[src/rtl/sc_life_counter.sv]
// Frogger lives register and death/respawn sequencer: edge-detected hits cost a life,
// each non-final death opens a tick-counted grace window; all outputs are registered.
module sc_life_counter #(
  parameter int LIFECOUNTER_DATAWIDTH  = 2,
  parameter int LIFECOUNTER_INITLIVES  = 3,
  parameter int LIFECOUNTER_GRACETICKS = 60
) (
  input  logic                             SC_LIFECOUNTER_CLOCK_50,
  input  logic                             SC_LIFECOUNTER_RESET_InLow,
  input  logic                             SC_LIFECOUNTER_start_In,
  input  logic                             SC_LIFECOUNTER_hit_In,
  input  logic                             SC_LIFECOUNTER_tick_In,
  output logic [LIFECOUNTER_DATAWIDTH-1:0] SC_LIFECOUNTER_data_OutBUS,
  output logic                             SC_LIFECOUNTER_respawn_Out,
  output logic                             SC_LIFECOUNTER_grace_Out,
  output logic                             SC_LIFECOUNTER_gameOver_Out
);

  typedef enum logic [1:0] {IDLE, ALIVE, GRACE, GAMEOVER} state_t;

  localparam logic [LIFECOUNTER_DATAWIDTH-1:0] INIT_LIVES =
    LIFECOUNTER_DATAWIDTH'(LIFECOUNTER_INITLIVES);
  localparam logic [LIFECOUNTER_DATAWIDTH-1:0] ONE_LIFE = LIFECOUNTER_DATAWIDTH'(1);
  localparam logic [7:0] GRACE_LOAD = 8'(LIFECOUNTER_GRACETICKS);

  state_t                             state, state_nxt;
  logic [LIFECOUNTER_DATAWIDTH-1:0]   lives, lives_nxt;
  logic [7:0]                         count, count_nxt;
  logic                               hit_d;
  logic                               hit_edge;
  logic                               respawn, respawn_nxt;

  assign hit_edge = SC_LIFECOUNTER_hit_In & ~hit_d;

  always_ff @(posedge SC_LIFECOUNTER_CLOCK_50 or negedge SC_LIFECOUNTER_RESET_InLow) begin
    if (!SC_LIFECOUNTER_RESET_InLow) begin
      state <= IDLE;
    end else begin
      state <= state_nxt;
    end
  end

  always_comb begin
    state_nxt   = state;
    lives_nxt   = lives;
    count_nxt   = count;
    respawn_nxt = 1'b0;
    if (SC_LIFECOUNTER_start_In) begin
      state_nxt   = ALIVE;
      lives_nxt   = INIT_LIVES;
      count_nxt   = 8'd0;
      respawn_nxt = 1'b1;
    end else begin
      case (state)
        ALIVE: begin
          if (hit_edge) begin
            // Last life goes straight to game over without repositioning the frog.
            if (lives == ONE_LIFE) begin
              lives_nxt = '0;
              state_nxt = GAMEOVER;
            end else begin
              lives_nxt   = lives - ONE_LIFE;
              count_nxt   = GRACE_LOAD;
              state_nxt   = GRACE;
              respawn_nxt = 1'b1;
            end
          end
        end
        GRACE: begin
          if (SC_LIFECOUNTER_tick_In) begin
            if (count == 8'd1) begin
              count_nxt = 8'd0;
              state_nxt = ALIVE;
            end else begin
              count_nxt = count - 8'd1;
            end
          end
        end
        default: ;
      endcase
    end
  end

  always_ff @(posedge SC_LIFECOUNTER_CLOCK_50 or negedge SC_LIFECOUNTER_RESET_InLow) begin
    if (!SC_LIFECOUNTER_RESET_InLow) begin
      lives   <= INIT_LIVES;
      count   <= 8'd0;
      hit_d   <= 1'b0;
      respawn <= 1'b0;
    end else begin
      lives   <= lives_nxt;
      count   <= count_nxt;
      hit_d   <= SC_LIFECOUNTER_hit_In;
      respawn <= respawn_nxt;
    end
  end

  assign SC_LIFECOUNTER_data_OutBUS  = lives;
  assign SC_LIFECOUNTER_respawn_Out  = respawn;
  assign SC_LIFECOUNTER_grace_Out    = (state == GRACE);
  assign SC_LIFECOUNTER_gameOver_Out = (state == GAMEOVER);

endmodule

[config.mk]
export PLATFORM = sky130hd
export DESIGN_NAME = sc_life_counter
export DESIGN_NICKNAME = d
export VERILOG_FILES = /design/src/rtl/sc_life_counter.sv
export SDC_FILE = /design/constraint.sdc
export NUM_CORES = 1
export LEC_CHECK = 0
export ABC_AREA = 1
export CORE_ASPECT_RATIO = 0.75
export CORE_MARGIN = 2
export CORE_UTILIZATION = 30
export DETAILED_ROUTE_END_ITERATION = 10
export HOLD_SLACK_MARGIN = 0.15
export PLACE_DENSITY = 0.46
export SYNTH_ARGS = -nofsm -noshare
export SYNTH_HDL_FRONTEND = slang
export SYNTH_SLANG_ARGS = --single-unit
[constraint.sdc]
create_clock -name SC_LIFECOUNTER_CLOCK_50 -period 2.84 [get_ports SC_LIFECOUNTER_CLOCK_50]
set_input_delay 0.284 -clock SC_LIFECOUNTER_CLOCK_50 [delete_from_list [all_inputs] [get_ports SC_LIFECOUNTER_CLOCK_50]]
set_output_delay 0.284 -clock SC_LIFECOUNTER_CLOCK_50 [all_outputs]
set_load 0.03 [all_outputs]
# [Word-level counts from Yosys, hierarchy flattened]
# Cells that the tools add are included.
[totals] mem_bits_rw=0 romBits=0 latchBits=0 register_bits=14 out_inout_bits=5 elab_cells=44 memories=0 inputBits=5
[op_classes] addsub=2 shifts=0 n_mul=0 div_mod_pow=0 order_cmp=0 n_reduce_logical=6 bitwise=2 eq_ne=9 n_mux=20
[op_table] operator="8-bit two-way mux" count=5
[op_table] operator="2-bit two-way mux" count=8
[op_table] operator="8-bit one-hot mux with 2 select lines" count=1
[op_table] operator="3-bit inequality test, second input constant" count=3
[op_table] operator="8-bit by 1-bit == test with 1-bit output, second input constant" count=1
[op_table] operator="4-bit AND reduction" count=2
[op_table] operator="8-bit by 1-bit subtractor with 8-bit output, second input constant" count=1
[op_table] operator="1-bit two-way mux" count=5
[op_table] operator="2-bit by 1-bit == test with 1-bit output, second input constant" count=2
[op_table] operator="2-bit == test, second input constant" count=2
[op_table] operator="2-bit one-hot mux with 2 select lines" count=1
[op_table] operator="2-bit nonzero test" count=2
[op_table] operator="3-bit by 2-bit inequality test with 1-bit output, second input constant" count=1
[op_table] operator="3-bit nonzero test" count=1
[op_table] operator="2-bit AND reduction" count=1
[op_table] operator="2-bit by 1-bit subtractor with 2-bit output, second input constant" count=1
[op_table] operator="1-bit bitwise AND" count=1
[op_table] operator="1-bit NOT" count=1

# [Depth between registers and ports, before layout]
[logic_depth] word_depth=5 mapped_depth=9 mapped_depth_nobuf=9

# [Worst setup path after synthesis]
# OpenSTA, ideal clock, no wires.
[synth_timing] kind="register to register" start="register lives[1] (netlist: SC_LIFECOUNTER_data_OutBUS[1])" end="register count[6]" period_less_slack_ns=1.459 path_stages_with_launch=9 path_slack_ns=1.381 setup_ns=0.119 t_arrival_ns=1.340 t_required_ns=2.721 path_buffers=0 path_cell_list="dfstp_2 > inv_1 > ha_1 > inv_1 > nand3_2 > nand3_2 > nand2_1 > nand2_1 > nor2_1"
[synth_between] elab_chain_len=3
[synth_rtl] element="start: declaration" line="27" text="logic [LIFECOUNTER_DATAWIDTH-1:0] lives, lives_nxt;"
[synth_rtl] element="start signal: assignment" line="91" text="lives <= lives_nxt;"
[synth_rtl] element="2-bit by 1-bit == test with 1-bit output" line="58" text="if (lives == ONE_LIFE) begin"
[synth_rtl] element="3-bit inequality test (no line)"
[synth_rtl] element="4-bit AND reduction (no line)"
[synth_rtl] element="end signal: assignment" line="92" text="count <= count_nxt;"
[synth_rtl] element="end: declaration" line="28" text="logic [7:0] count, count_nxt;"
# Every way passes these cells.
# A chain may end at the register's enable or synchronous reset.

# [Worst setup path after layout]
[layout_timing] start="register state[0]" end="output port SC_LIFECOUNTER_grace_Out"
[layout_between] elab_chain_len=1
[layout_rtl] element="start: declaration" line="26" text="state_t state, state_nxt;"
[layout_rtl] element="start signal: assignment" line="39" text="state <= state_nxt;"
[layout_rtl] element="2-bit == test" line="100" text="assign SC_LIFECOUNTER_grace_Out = (state == GRACE);"
[layout_rtl] element="end: declaration" line="15" text="output logic SC_LIFECOUNTER_grace_Out,"
# Every way passes these cells.

==> qor.csv <==
metric,value,unit
Final Cycle Share,0.673,
Vert. Die Dim,51.2,microns
Post-route DRC,0,
Routed WL,1.87,mm
Clock transition at path regs,60,ps
CTS tree,yes,
async set or reset register ratio after synthesis,1.00,
die width,67.0,microns
worst r2r dst,count[6],
H-tree Lvls,1,
"Slew Viols, Final",0,
Int Power,603,uW
largest net degree at the start of global routing,15,
worst setup path end,SC_LIFECOUNTER_grace_Out,
GR Overflow Total,0,
CP Capture Type,output pin,
HP Class,primary input to asynchronous set/reset pin,
Final Setup Violations,0,
Top Ports,10,
post-synthesis compound-gate area fraction,0.0729,
die area,0.00343,sq mm
FF-to-FF setup slack,1400,ps
total global routing track utilization,0.133,
share of cells above drive strength 1,0.123,
xor-xnor portion of the synthesized cell area,0.00982,
outcome,finished clean,
worst path cell trace,nor2_4 > clkdlybuf4s50_1,
wire length per cell,10.6,microns
TritonCTS buffer count,3,
Clock Power Share,0.177,
initial DRC count,39,
power per cell area,1010,mW/mm^2
skew final,4.04,ps
"Cell Area, Synth",892,sq um
origin of the worst setup path,state[0],
setup_tns,0,ps
crit path DAT,1630,ps
worst-skew pair later-pin latency,240,ps
number of synthesized flops with an enable pin,0,
Crit path largest cell delay,710,ps
sw frac,0.449,
main combinational cell family by area after synthesis,simple AND/OR/NAND/NOR gates,
multiplexer share of the synthesized area,0,
"flops & latches, synth",14,
vias in the first global route,756,
CP Class,flip-flop to output pin,
area grow syn2layout,21.6,%
post-synth top area share,0.337,
Syn Inst Count,125,
Port-buffer cells,9,
distinct cell type count after synthesis,20,
post-route ant nets,0,
peak supply drop,0.000384,V
Root Buffer,clkbuf_8,
final setup margin,930,ps
first-pass GRT wire length,3.29,mm
Worst path top cell family by delay,buffers and inverters,
Antenna Cells,0,
Rel. slew slack,0.556,
Reg2Reg Depth,8,
top-count cell post-synth,nand2_1,
Leakage,0.562,nW
FP Rows,17,
Initial Utilization,0.308,
via count,788,
combinational power share,0.519,
crit path time final,1910,ps
routability congestion estimate,0.881,
max cap viols,0,
dpl ws,1180,ps
Worst Tran Pin Value,664,ps
Post-synth top cells,"nand2_1 (34), nand3_1 (19), inv_1 (18)",
Post-DP HPWL,1.47,mm
syn_area_per_cell,7.14,sq um
Simple-Gate Fraction of Synth Area,0.396,
Main synth FF type,dfrtp_1,
post-synthesis sequential area ratio,0.396,
Synth warnings,0,
Worst Setup Start Kind,flip-flop,
worst path bufs/invs,1,
post-cts gate resize count,0,
CP max-delay cell,clkdlybuf4s50_1,
drt via density,4.48,
clock tree buffer depth,2,
postcts setup bufs,0,
RSZ-0062 raised after global routing,false,
Total Nets Final,147,
Synth Area in Adders,0.0421,
syn nets,133,
clk sinks,14,
largest cells by area after synthesis,"dfrtp_1 (34%), nand2_1 (14%), nand3_1 (11%)",
number of cells on the critical path,2,
worst-path fanout max,8,
hold_buf cts,0,
worst r2r src,SC_LIFECOUNTER_data_OutBUS[1],
DRT Pass-1 Iters,4,
initial antenna violation count,0,
fmax,523,MHz
Critical Path RT,2560,ps
Final Hold Fails,0,
leading area contributor after synthesis,dfrtp_1,
core box area,0.00289,sq mm
Final Hold Slack,446,ps
sw power,491,uW
Seq pwr share,0.304,
registers in the layout, summed over array words and instances, names as in the netlist:
name	count
count	8
state	2
hit_d	1
SC_LIFECOUNTER_respawn_Out	1
SC_LIFECOUNTER_data_OutBUS	2
final cells by class:
cell class,instances,area [sq um]
fill,331,1810
multi-input combinational,91,464
sequential,14,353
timing repair buffer,9,90.1
inverter,20,75.1
clock buffer,4,55.1
tap,38,47.5
kinds of logic (layout without fill, tap and decap cells):
group           count (synthesis)  in the layout
xor+xnor                        1              1
fa+ha+maj                       3              3
flops                          14             14
buf+inv                        20             33
compound gates                 11             11
simple gates                   76             76
cells in the final DEF (no fill, tap or decap), types with 2 or more instances in the layout:
cell,count
inv_1,18
nand3_1,19
clkdlybuf4s50_1,9
o21ai_0,5
nor2_2,2
dfstp_2,2
dfrtp_1,12
nor2_1,14
nand3_2,3
inv_2,2
nand4_1,2
nand2_1,34
ha_1,3
clkbuf_8,4
a21oi_1,2
per-layer routing:
metal | share of wire | wire, microns | up-vias | global-route usage
li1 | - | - | 426 | -
met1 | 0.51 | 953 | 350 | 0.165
met2 | 0.45 | 834 | 10 | 0.217
met3 | 0.034 | 64 | 2 | 0.0463
met4 | 0.0091 | 17 | 0 | 0.0408
met5 | 0 | 0 | - | 0
per-stage QoR:
stage / power, mW / cells / util / cell area, sq um
after global routing: 1.22 / 176 / 0.375 / 1080
after floorplan: 0.758 / 125 / - / 892
after detailed placement: 0.905 / 172 / 0.356 / 1030
final: 1.09 / 176 / 0.375 / 1080
after CTS: 1.11 / 176 / 0.375 / 1080
after global placement: 0.893 / 172 / 0.356 / 1030
power by group through the flow:
stage	clock [mW]	sequential [mW]	combinational, mW
finish	0.194	0.332	0.568
global route	0.215	0.342	0.659
CTS	0.203	0.332	0.574
detailed placement	0	0.336	0.569
global placement	0	0.334	0.559
floorplan	0	0.343	0.415
how the worst min path moves through the flow:
stage	to	slack (ps)	start	cells past startpoint
after floorplan	SC_LIFECOUNTER_respawn_Out	-10	SC_LIFECOUNTER_RESET_InLow	0
after global placement	SC_LIFECOUNTER_data_OutBUS[1]	500	SC_LIFECOUNTER_data_OutBUS[1]	2
after detailed placement	SC_LIFECOUNTER_data_OutBUS[1]	530	SC_LIFECOUNTER_data_OutBUS[1]	2
after CTS	count[7]	470	SC_LIFECOUNTER_RESET_InLow	1
after global routing	count[7]	500	SC_LIFECOUNTER_RESET_InLow	1
final	count[7]	450	SC_LIFECOUNTER_RESET_InLow	1
(Power assumes the default switching activity.)
